### src/rtl/decryption_cfg_pkg.sv
// Shared definitions for the decryption configuration master: command opcodes,
// response status codes, FSM state encoding and the regfile address map.
package decryption_cfg_pkg;

  localparam logic [7:0] OP_WRITE = 8'h01;
  localparam logic [7:0] OP_READ  = 8'h02;

  typedef enum logic [7:0] {
    ST_OK      = 8'h00,
    ST_REG_ERR = 8'h01,
    ST_TIMEOUT = 8'h02,
    ST_BAD_OP  = 8'hEE
  } status_t;

  typedef enum logic [3:0] {
    S_IDLE     = 4'd0,
    S_GET_ADDR = 4'd1,
    S_GET_DH   = 4'd2,
    S_GET_DL   = 4'd3,
    S_ISSUE    = 4'd4,
    S_WAIT     = 4'd5,
    S_RSP_ST   = 4'd6,
    S_RSP_DH   = 4'd7,
    S_RSP_DL   = 4'd8
  } state_t;

  localparam logic [7:0] REG_SELECT  = 8'h00;
  localparam logic [7:0] REG_CAESAR  = 8'h10;
  localparam logic [7:0] REG_SCYTALE = 8'h12;
  localparam logic [7:0] REG_ZIGZAG  = 8'h14;

  // True for the two opcodes that start a frame with an address byte.
  function automatic logic is_legal_op(input logic [7:0] op);
    return (op == OP_WRITE) || (op == OP_READ);
  endfunction

endpackage

### src/rtl/decryption_cfg_master_if.sv
// Bundle of the command stream, response stream and regfile access bus.
// The master modport is the configuration master's view; slave is the
// view of whatever drives commands, consumes responses and serves the regfile.
interface decryption_cfg_master_if #(
  parameter int addr_witdth = 8,
  parameter int reg_width   = 16
);
  logic [7:0]             cmd_data;
  logic                   cmd_valid;
  logic                   cmd_ready;
  logic [7:0]             rsp_data;
  logic                   rsp_valid;
  logic                   rsp_ready;
  logic [addr_witdth-1:0] addr;
  logic                   read;
  logic                   write;
  logic [reg_width-1:0]   wdata;
  logic [reg_width-1:0]   rdata;
  logic                   done;
  logic                   error;

  modport master (
    input  cmd_data, cmd_valid, rsp_ready, rdata, done, error,
    output cmd_ready, rsp_data, rsp_valid, addr, read, write, wdata
  );

  modport slave (
    output cmd_data, cmd_valid, rsp_ready, rdata, done, error,
    input  cmd_ready, rsp_data, rsp_valid, addr, read, write, wdata
  );
endinterface

### src/rtl/decryption_cfg_watchdog.sv
// Cycle counter bounding how long the master waits for regfile done.
// load clears the count, count_en advances it, expire flags the last
// allowed cycle so the master can leave WAIT on that same edge.
module decryption_cfg_watchdog #(
  parameter int timeout_cycles = 15
) (
  input  logic clk,
  input  logic rst_n,
  input  logic load,
  input  logic count_en,
  output logic expire
);

  localparam int CW = $clog2(timeout_cycles + 1);

  logic [CW-1:0] cnt;

  assign expire = count_en && (cnt == CW'(timeout_cycles - 1));

  // Count WAIT cycles, restarting whenever a new access is issued.
  always_ff @(posedge clk or negedge rst_n) begin
    if (!rst_n) begin
      cnt <= '0;
    end else if (load) begin
      cnt <= '0;
    end else if (count_en && !expire) begin
      cnt <= cnt + CW'(1);
    end
  end

endmodule

### src/rtl/decryption_cfg_master.sv
// Byte-serial command front end and sole master of the decryption regfile.
// Frames: 01 ADDR DH DL (write), 02 ADDR (read); anything else answers EE.
// Optional feature macro CFG_TIMEOUT_EN: bound the WAIT state with a watchdog
// and answer status 02 when done never arrives.
module decryption_cfg_master
  import decryption_cfg_pkg::*;
#(
  parameter int addr_witdth    = 8,
  parameter int reg_width      = 16,
  parameter int timeout_cycles = 15
) (
  input  logic                    clk,
  input  logic                    rst_n,
  decryption_cfg_master_if.master bus,
  output logic                    busy
);

  state_t                 state, next_state;
  status_t                status_q;
  logic                   is_read_q;
  logic                   is_write_q;
  logic [addr_witdth-1:0] addr_q;
  logic [reg_width-1:0]   wdata_q;
  logic [reg_width-1:0]   rdata_q;
  logic [7:0]             rsp_data_q;
  logic                   rsp_valid_q;
  logic                   cmd_fire;
  logic                   rsp_fire;
  logic                   wd_expire;

  assign cmd_fire      = bus.cmd_valid && bus.cmd_ready;
  assign rsp_fire      = rsp_valid_q && bus.rsp_ready;
  assign bus.addr      = addr_q;
  assign bus.wdata     = wdata_q;
  assign bus.rsp_data  = rsp_data_q;
  assign bus.rsp_valid = rsp_valid_q;

`ifdef CFG_TIMEOUT_EN
  decryption_cfg_watchdog #(
    .timeout_cycles(timeout_cycles)
  ) u_watchdog (
    .clk     (clk),
    .rst_n   (rst_n),
    .load    (state == S_ISSUE),
    .count_en(state == S_WAIT),
    .expire  (wd_expire)
  );
`else
  assign wd_expire = 1'b0;
`endif

  // State register.
  always_ff @(posedge clk or negedge rst_n) begin
    if (!rst_n) begin
      state <= S_IDLE;
    end else begin
      state <= next_state;
    end
  end

  // Next-state decode plus the handshake, strobe and busy outputs.
  always_comb begin
    next_state    = state;
    bus.cmd_ready = 1'b0;
    bus.read      = 1'b0;
    bus.write     = 1'b0;
    busy          = (state != S_IDLE);
    case (state)
      S_IDLE: begin
        bus.cmd_ready = 1'b1;
        if (cmd_fire) begin
          next_state = is_legal_op(bus.cmd_data) ? S_GET_ADDR : S_RSP_ST;
        end
      end
      S_GET_ADDR: begin
        bus.cmd_ready = 1'b1;
        if (cmd_fire) begin
          next_state = is_write_q ? S_GET_DH : S_ISSUE;
        end
      end
      S_GET_DH: begin
        bus.cmd_ready = 1'b1;
        if (cmd_fire) begin
          next_state = S_GET_DL;
        end
      end
      S_GET_DL: begin
        bus.cmd_ready = 1'b1;
        if (cmd_fire) begin
          next_state = S_ISSUE;
        end
      end
      S_ISSUE: begin
        bus.read   = is_read_q;
        bus.write  = is_write_q;
        next_state = S_WAIT;
      end
      S_WAIT: begin
        if (bus.done || wd_expire) begin
          next_state = S_RSP_ST;
        end
      end
      S_RSP_ST: begin
        if (rsp_fire) begin
          next_state = is_read_q ? S_RSP_DH : S_IDLE;
        end
      end
      S_RSP_DH: begin
        if (rsp_fire) begin
          next_state = S_RSP_DL;
        end
      end
      S_RSP_DL: begin
        if (rsp_fire) begin
          next_state = S_IDLE;
        end
      end
      default: next_state = S_IDLE;
    endcase
  end

  // Frame capture, regfile result capture and the registered response slot.
  always_ff @(posedge clk or negedge rst_n) begin
    if (!rst_n) begin
      status_q    <= ST_OK;
      is_read_q   <= 1'b0;
      is_write_q  <= 1'b0;
      addr_q      <= '0;
      wdata_q     <= '0;
      rdata_q     <= '0;
      rsp_data_q  <= 8'h00;
      rsp_valid_q <= 1'b0;
    end else begin
      case (state)
        S_IDLE: begin
          if (cmd_fire) begin
            is_read_q  <= (bus.cmd_data == OP_READ);
            is_write_q <= (bus.cmd_data == OP_WRITE);
            if (!is_legal_op(bus.cmd_data)) begin
              status_q <= ST_BAD_OP;
            end
          end
        end
        S_GET_ADDR: begin
          if (cmd_fire) begin
            addr_q <= addr_witdth'(bus.cmd_data);
          end
        end
        S_GET_DH: begin
          if (cmd_fire) begin
            wdata_q[reg_width-1 -: 8] <= bus.cmd_data;
          end
        end
        S_GET_DL: begin
          if (cmd_fire) begin
            wdata_q[7:0] <= bus.cmd_data;
          end
        end
        S_WAIT: begin
          if (bus.done) begin
            status_q <= bus.error ? ST_REG_ERR : ST_OK;
            rdata_q  <= bus.error ? '0 : bus.rdata;
          end else if (wd_expire) begin
            status_q <= ST_TIMEOUT;
            rdata_q  <= '0;
          end
        end
        S_RSP_ST: begin
          if (!rsp_valid_q) begin
            rsp_valid_q <= 1'b1;
            rsp_data_q  <= status_q;
          end else if (rsp_fire) begin
            if (is_read_q) begin
              rsp_data_q <= rdata_q[reg_width-1 -: 8];
            end else begin
              rsp_valid_q <= 1'b0;
            end
          end
        end
        S_RSP_DH: begin
          if (rsp_fire) begin
            rsp_data_q <= rdata_q[7:0];
          end
        end
        S_RSP_DL: begin
          if (rsp_fire) begin
            rsp_valid_q <= 1'b0;
          end
        end
        default: ;
      endcase
    end
  end

endmodule
### src/flat_wrapper.sv
// flat-port wrapper written by rule: the top's interface ports become plain ports
module decryption_cfg_master_flat import decryption_cfg_pkg::*;
#(
  parameter int addr_witdth    = 8,
  parameter int reg_width      = 16,
  parameter int timeout_cycles = 15
)
  (clk, rst_n, busy, bus_cmd_data, bus_cmd_valid, bus_rsp_ready, bus_rdata, bus_done, bus_error, bus_cmd_ready, bus_rsp_data, bus_rsp_valid, bus_addr, bus_read, bus_write, bus_wdata);
  decryption_cfg_master_if #(.addr_witdth(addr_witdth), .reg_width(reg_width)) bus_i ();
  input  logic clk;
  input  logic rst_n;
  output logic busy;
  input wire logic [$bits(bus_i.cmd_data)-1:0] bus_cmd_data;
  input wire logic [$bits(bus_i.cmd_valid)-1:0] bus_cmd_valid;
  input wire logic [$bits(bus_i.rsp_ready)-1:0] bus_rsp_ready;
  input wire logic [$bits(bus_i.rdata)-1:0] bus_rdata;
  input wire logic [$bits(bus_i.done)-1:0] bus_done;
  input wire logic [$bits(bus_i.error)-1:0] bus_error;
  output wire logic [$bits(bus_i.cmd_ready)-1:0] bus_cmd_ready;
  output wire logic [$bits(bus_i.rsp_data)-1:0] bus_rsp_data;
  output wire logic [$bits(bus_i.rsp_valid)-1:0] bus_rsp_valid;
  output wire logic [$bits(bus_i.addr)-1:0] bus_addr;
  output wire logic [$bits(bus_i.read)-1:0] bus_read;
  output wire logic [$bits(bus_i.write)-1:0] bus_write;
  output wire logic [$bits(bus_i.wdata)-1:0] bus_wdata;
  assign bus_i.cmd_data = bus_cmd_data;
  assign bus_i.cmd_valid = bus_cmd_valid;
  assign bus_i.rsp_ready = bus_rsp_ready;
  assign bus_i.rdata = bus_rdata;
  assign bus_i.done = bus_done;
  assign bus_i.error = bus_error;
  assign bus_cmd_ready = bus_i.cmd_ready;
  assign bus_rsp_data = bus_i.rsp_data;
  assign bus_rsp_valid = bus_i.rsp_valid;
  assign bus_addr = bus_i.addr;
  assign bus_read = bus_i.read;
  assign bus_write = bus_i.write;
  assign bus_wdata = bus_i.wdata;
  decryption_cfg_master #(.addr_witdth(addr_witdth), .reg_width(reg_width), .timeout_cycles(timeout_cycles)) u_core (.clk(clk), .rst_n(rst_n), .bus(bus_i), .busy(busy));
endmodule
### config.mk
export PLATFORM = sky130hd
export DESIGN_NAME = decryption_cfg_master_flat
export DESIGN_NICKNAME = d
export VERILOG_FILES = /design/src/rtl/decryption_cfg_pkg.sv /design/src/rtl/decryption_cfg_master_if.sv /design/src/rtl/decryption_cfg_watchdog.sv /design/src/rtl/decryption_cfg_master.sv /design/src/flat_wrapper.sv
export SDC_FILE = /design/constraint.sdc
export NUM_CORES = 1
export LEC_CHECK = 0
export CORE_MARGIN = 3
export CORE_UTILIZATION = 49
export DETAILED_ROUTE_END_ITERATION = 7
export PLACE_DENSITY_LB_ADDON = 0.12
export SLEW_MARGIN = 20
export SYNTH_ARGS = -nofsm -noshare
export SYNTH_HDL_FRONTEND = slang
export SYNTH_HIERARCHICAL = 1
export SYNTH_SLANG_ARGS = --single-unit
export TNS_END_PERCENT = 20
### constraint.sdc
create_clock -name clk -period 1.85 [get_ports clk]
set_input_delay 0.555 -clock clk [delete_from_list [all_inputs] [get_ports clk]]
set_output_delay 0.555 -clock clk [all_outputs]
set_load 0.02 [all_outputs]
# Word level (Yosys, flattened, before mapping)

Index checks and enable logic that the tools add are counted.

Bits in registers: 63
Latch bits: 0
Memory bits (writable): 0
ROM bits: 0
Input port bits: 30
Output and inout port bits: 37
Word-level logic and storage cells: 80
Memories: 0

Add/subtract/negate cells: 0
Multipliers: 0
Div/mod/pow operators: 0
Magnitude comparators: 0
Equality and inequality tests: 21
Shift-type cells: 0
Multiplexer cells: 31
Bitwise gates (word level): 0
Reductions and logical operators: 18

Operators with widths:

| operator             | number |
|---|---|
| $mux W8              | 7 |
| $pmux W4 S9          | 1 |
| $mux W4              | 8 |
| $pmux W8 S2          | 2 |
| $eq A4 B3 Y1 const B | 4 |
| $mux W16             | 1 |
| $ne A2 B1 Y1 const B | 7 |
| $reduce_and A2 Y1    | 6 |
| $mux W3              | 3 |
| $eq A4 B2 Y1 const B | 2 |
| $eq A8 B1 Y1 const B | 1 |
| $eq A8 B2 Y1 const B | 1 |
| $mux W1              | 8 |
| $reduce_and A4 Y1    | 2 |
| $reduce_and A8 Y1    | 1 |
| $reduce_bool A2 Y1   | 3 |
| $eq A4 B1 Y1 const B | 1 |
| $eq A4 B4 Y1 const B | 1 |
| $logic_not A4 Y1     | 1 |
| $ne A2 B2 Y1 const B | 2 |
| $reduce_bool A4 Y1   | 1 |
| $reduce_or A4 Y1     | 1 |
| $ne A3 B2 Y1 const B | 1 |
| $ne A3 B3 Y1 const B | 1 |
| 3 further kinds      | 4 |

# Depth between registers and ports, before layout

Depth in word-level cells: 6
Mapped depth: 6
Gate-level depth less buffers: 4

# Worst setup path after synthesis

Ideal clock, no wire load.

Path type: register to register
Start point: reg u_core.state[3]
End point: reg u_core.wdata_q[0] (netlist: u_core/bus.wdata[0])
Library setup time: 0.128 ns
Arrival: 1.589 ns
Required time: 1.722 ns
Path slack: 0.133 ns
Cell stages (with the launch flop): 6
Path buffers: 1
Period minus slack after synthesis: 1.717 ns
Path through: dfrtp_1 > buf_2 > nor2_1 > and2_2 > nand3_4 > mux2_1

Cells in the longest elaborated chain, start to end: 5
Elaborated cells between the ends (all ways): 8
Those cells by class: 3 x eq/ne; 1 x mux; 4 x reduce/logical

Ends and longest elaborated chain:

| item                                       | line                         | source |
|---|---|---|
| start, declared                            | decryption_cfg_master.sv:18  | `state_t state, next_state;` |
| start signal, assigned                     | decryption_cfg_master.sv:57  | `state <= next_state;` |
| $eq A4 B1 Y1, or another cell as far along | decryption_cfg_master.sv:68  | `case (state)` |
| $reduce_or A4 Y1 (no line) *               | -                            |  |
| $mux W1 *                                  | decryption_cfg_master.sv:68  |  |
| named net bus_cmd_ready                    | flat_wrapper.sv:19           | `output wire logic [$bits(bus_i.cmd_ready)-1:0] bus_cmd_ready;` |
| $logic_and A1 B1 Y1 *                      | decryption_cfg_master.sv:31  | `assign cmd_fire = bus.cmd_valid && bus.cmd_ready;` |
| $reduce_and A2 Y1 (no line) *              | -                            |  |
| end signal, assigned by index              | decryption_cfg_master.sv:151 | `wdata_q[reg_width-1 -: 8] <= bus.cmd_data;` |
| end signal, assigned                       | decryption_cfg_master.sv:156 | `wdata_q[7:0] <= bus.cmd_data;` |
| end, declared                              | decryption_cfg_master.sv:23  | `logic [reg_width-1:0] wdata_q;` |

The timed path passes the listed nets; every way through them passes the cells marked *.
A chain may end at the register's enable or synchronous reset.

# Worst setup path after layout

Start point: reg u_core.state[3]
End point: out busy

Cells in the longest elaborated chain, start to end: 1

Ends and longest elaborated chain:

| item               | line                        | source |
|---|---|---|
| $reduce_bool A4 Y1 | decryption_cfg_master.sv:67 | `busy = (state != S_IDLE);` |
| end, declared      | flat_wrapper.sv:12          | `output logic busy;` |

Every way passes these cells.

==> impl_results.html <==
<table>
<tr><th>Metric</th><th>Value</th></tr>
<tr><th colspan="2">STA</th></tr>
<tr><td>Number of max-slew violations in the final report</td><td>0</td></tr>
<tr><td>Worst Clk Skew</td><td>0.00482 ns</td></tr>
<tr><td>Slew at the pin closest to its max-slew limit</td><td>0.461 ns</td></tr>
<tr><td>Fin Hold WS</td><td>0.220 ns</td></tr>
<tr><td>Crit share post-route</td><td>107%</td></tr>
<tr><td>Worst slew margin relative to its limit</td><td>68.9%</td></tr>
<tr><td>Number of setup violations in the final report</td><td>4</td></tr>
<tr><td>Number of hold-slack violations in the final timing report</td><td>0</td></tr>
<tr><td>Maximum clock frequency</td><td>507 MHz</td></tr>
<tr><td>Setup WS post-layout</td><td>-0.122 ns</td></tr>
<tr><td>Sum of negative setup slack</td><td>-0.201 ns</td></tr>
<tr><td>Setup repair after global routing missed its margin</td><td>true</td></tr>
<tr><td>Tmin final</td><td>1.97 ns</td></tr>
<tr><th colspan="2">GRT</th></tr>
<tr><td>GRT Overall Usage</td><td>21.3%</td></tr>
<tr><td>Antenna violations before repair</td><td>0</td></tr>
<tr><td>Global route overflow</td><td>0</td></tr>
<tr><td>Largest net degree at the start of global routing</td><td>58</td></tr>
<tr><td>Global-route wire length before repair</td><td>10300 um</td></tr>
<tr><td>Vias in the first global route</td><td>2162</td></tr>
<tr><th colspan="2">Yosys</th></tr>
<tr><td>Share of the synthesized area in the top cell type</td><td>53.4%</td></tr>
<tr><td>Synthesized netlist cell count</td><td>250</td></tr>
<tr><td>Nets in the synthesized netlist</td><td>280</td></tr>
<tr><td>Number of warnings printed during yosys synthesis</td><td>6</td></tr>
<tr><td>Post-synthesis instance area</td><td>2670 um2</td></tr>
<tr><td>Sequential share of the synthesized area</td><td>53.4%</td></tr>
<tr><td>Yosys top cell by area</td><td>sky130_fd_sc_hd__dfrtp_1</td></tr>
<tr><td>Post-synthesis average cell area</td><td>10.7 um2</td></tr>
<tr><td>Distinct cell type count of the synthesized netlist</td><td>45</td></tr>
<tr><td>Synth Register Bits</td><td>57</td></tr>
<tr><td>Cell types occupying the most area after synthesis</td><td>sky130_fd_sc_hd__dfrtp_1 53%, sky130_fd_sc_hd__mux2_2 5.5%, sky130_fd_sc_hd__nand2_1 5.2%</td></tr>
<tr><th colspan="2">Floorplanning</th></tr>
<tr><td>I/O pins</td><td>67</td></tr>
<tr><td>Die Span X</td><td>79.8 um</td></tr>
<tr><td>Height of the die</td><td>79.8 um</td></tr>
<tr><td>Die Area</td><td>6370 um2</td></tr>
<tr><td>Std-Cell Rows</td><td>26</td></tr>
<tr><td>Initial Utilization</td><td>51.6%</td></tr>
<tr><td>CORE AREA</td><td>5170 um2</td></tr>
<tr><th colspan="2">Route</th></tr>
<tr><td>Vias per std cell</td><td>5.22</td></tr>
<tr><td>Number of nets still failing antenna checks after routing</td><td>0</td></tr>
<tr><td>Final routed DRC violation total</td><td>0</td></tr>
<tr><td>Detailed Routing Iterations Pass 1</td><td>4</td></tr>
<tr><td>WL/cell</td><td>15.0 um</td></tr>
<tr><td>Detailed-route via count</td><td>2165</td></tr>
<tr><td>Initial DRC count</td><td>145</td></tr>
<tr><td>Detailed Route WL</td><td>6210 um</td></tr>
<tr><th colspan="2">Power</th></tr>
<tr><td>Leak Pwr</td><td>1.86 nW</td></tr>
<tr><td>Peak supply drop</td><td>0.000976 V</td></tr>
<tr><td>Total Power Consumption</td><td>6.15 mW</td></tr>
<tr><td>Power Dens Cells</td><td>1620 nW/um2</td></tr>
<tr><th colspan="2">Clocking</th></tr>
<tr><td>Hold bufs inserted after CTS</td><td>0</td></tr>
<tr><td>Root Buffer</td><td>sky130_fd_sc_hd__clkbuf_8</td></tr>
<tr><td>Post-CTS Setup Inserts</td><td>0</td></tr>
<tr><td>Maximum clock insertion buffer count</td><td>2</td></tr>
<tr><td>CTS H-Tree Depth</td><td>3</td></tr>
<tr><td>Worst-path clk slew</td><td>0.06 ns</td></tr>
<tr><td>Insertion delay of the later-clocked pin in the worst-skew pair</td><td>0.32 ns</td></tr>
<tr><td>CTS tree</td><td>yes</td></tr>
<tr><td>Number of buffers created by CTS</td><td>9</td></tr>
<tr><td>Number of sinks on the clock net</td><td>57</td></tr>
<tr><th colspan="2">Setup path</th></tr>
<tr><td>Worst-path cell chain</td><td>or4_4 &gt; buf_6</td></tr>
<tr><td>Critical Path Source Type</td><td>flip-flop</td></tr>
<tr><td>Setup Crit Path Kind</td><td>flip-flop to output port</td></tr>
<tr><td>Slowest library cell on the worst path</td><td>sky130_fd_sc_hd__or4_4</td></tr>
<tr><td>Critical Path AT</td><td>1.42 ns</td></tr>
<tr><td>Largest fanout of any net on the critical path</td><td>3</td></tr>
<tr><td>Stage delay of the slowest cell on the critical path</td><td>0.55 ns</td></tr>
<tr><td>Endpoint class of the critical path</td><td>output port</td></tr>
<tr><td>Critical path required time</td><td>1.29 ns</td></tr>
<tr><th colspan="2">Hold path</th></tr>
<tr><td>Path type of the worst min-delay path</td><td>input port to async pin</td></tr>
<tr><th colspan="2">Cells and area</th></tr>
<tr><td>Final instance area</td><td>3800 um2</td></tr>
<tr><td>Post-Layout Cell Count</td><td>415</td></tr>
<tr><td>Diodes inserted</td><td>0</td></tr>
<tr><td>Most common cell after layout, fill and taps aside</td><td>sky130_fd_sc_hd__dfrtp_1</td></tr>
<tr><td>Commonest non-fill, non-tap cells in the layout</td><td>57 x sky130_fd_sc_hd__dfrtp_1, 37 x sky130_fd_sc_hd__nand2_1, 28 x sky130_fd_sc_hd__clkdlybuf4s50_1</td></tr>
<tr><td>Synth-to-Final Area Change</td><td>42.5%</td></tr>
<tr><td>Layout cell share with drive strength beyond 1</td><td>20.3%</td></tr>
<tr><td>Share of the core filled with cells</td><td>73.5%</td></tr>
<tr><td>Nets</td><td>371</td></tr>
<tr><th colspan="2">Placement</th></tr>
<tr><td>Cell Area, Placed</td><td>3590 um2</td></tr>
<tr><td>Routability congestion estimate from global placement</td><td>0.902</td></tr>
<tr><td>Quantity of I/O buffers inserted on ports</td><td>66</td></tr>
<tr><td>DP Worst Slack</td><td>-0.369 ns</td></tr>
<tr><td>Half-perimeter wire length of the detailed placement result</td><td>4280 um</td></tr>
<tr><td>DP Cell Count</td><td>400</td></tr>
<tr><th colspan="2">Flow run</th></tr>
<tr><td>Max-cap check violation count</td><td>0</td></tr>
<tr><th colspan="2">Outcome</th></tr>
<tr><td>Status</td><td>finished, violations left</td></tr>
<tr><td>Violations in the final reports</td><td>negative setup slack</td></tr>
</table>
## per-layer routing
metal,GRT usage [%],part of all wire (%),vias up
met4,8.61,2.0,0
met5,0,0,-
met1,30.1,47,1011
met3,6.32,5.7,12
met2,30.6,46,71
li1,-,-,1071
## area by class of cell
| type | instances | area [um2] |
|---|---|---|
| sequential | 57 | 1430 |
| tap | 70 | 87.6 |
| clock buffer | 12 | 155 |
| timing repair buffer | 92 | 897 |
| fill | 399 | 1370 |
| inverter | 5 | 18.8 |
| clock inverter | 3 | 40.0 |
| multi-input combinational | 176 | 1180 |
## logic make-up after synthesis
group / count (synthesis) / share of synthesized area, %
mux: 26 / 10.9
flops: 57 / 53.4
buf+inv: 17 / 2.63
compound gates: 62 / 15.6
xor+xnor: 1 / 0.328
simple gates: 87 / 17.2
## where the power goes
| group | switching [mW] | total, mW | leakage (nW) | internal (mW) |
|---|---|---|---|---|
| registers | 0.304 | 2.12 | 0.718 | 1.82 |
| clock network | 0.457 | 1.14 | 0.102 | 0.683 |
| logic | 1.55 | 2.88 | 1.04 | 1.33 |
| total | 2.31 | 6.15 | 1.86 | 3.83 |
## synth_stat cells (all sizes together)
master and count:
nand2b 17, o311ai 1, a21boi 2, a21oi 3
a21o 1, and3 2, buf 6, xor2 1
clkbuf 6, nand4 1, and2 2, or4 1
nand4b 1, a31oi 2, nor3 1, mux2i 2
o211ai 7, o21ai 35, nor2b 2, nand3 3
nand2 39, mux2 24, o41ai 1, a311oi 1
and3b 1, and4bb 1, o32ai 2, nor2 14
dfrtp 57, nor4 1, o211a 1, a221o 1
nor3b 1, o21a 1, a32o 4, inv 5
## flip-flops by register name, indices dropped and copies added, names as in the netlist, 2 cells and up
name	count
u_core/bus.rsp_data	8
u_core/state	4
u_core/rdata_q	16
u_core/status_q	2
u_core/bus.addr	8
u_core/bus.wdata	16
## critical path: cells and delay by family, from the launching register on
family | cells | cell delay (ns)
DFF | 1 | 0.40
buffers and inverters | 1 | 0.15
and+or+nand+nor | 1 | 0.55
## timing repair
action,CTS,global route
gates resized for setup,36,16
endpoints found under the hold margin,0,0
pin swaps,1,1
setup endpoints to repair,24,19
## path summary, 6_finish.rpt
path / slack [ns] / from / cells after the start / to
max: -0.12 / u_core/state[3] / 2 / busy
min: 0.22 / rst_n / 2 / u_core/bus.rsp_data[1]
max reg2reg: 0.07 / u_core/state[3] / 6 / u_core/status_q[0]
min reg2reg: 0.47 / u_core/rdata_q[3] / 2 / u_core/rdata_q[3]
max in group asynchronous: 1.37 / rst_n / 2 / u_core/bus.addr[3]
min in group clk: 0.47 / u_core/rdata_q[3] / 2 / u_core/rdata_q[3]
Note: power is estimated with default switching activity, not from simulation.
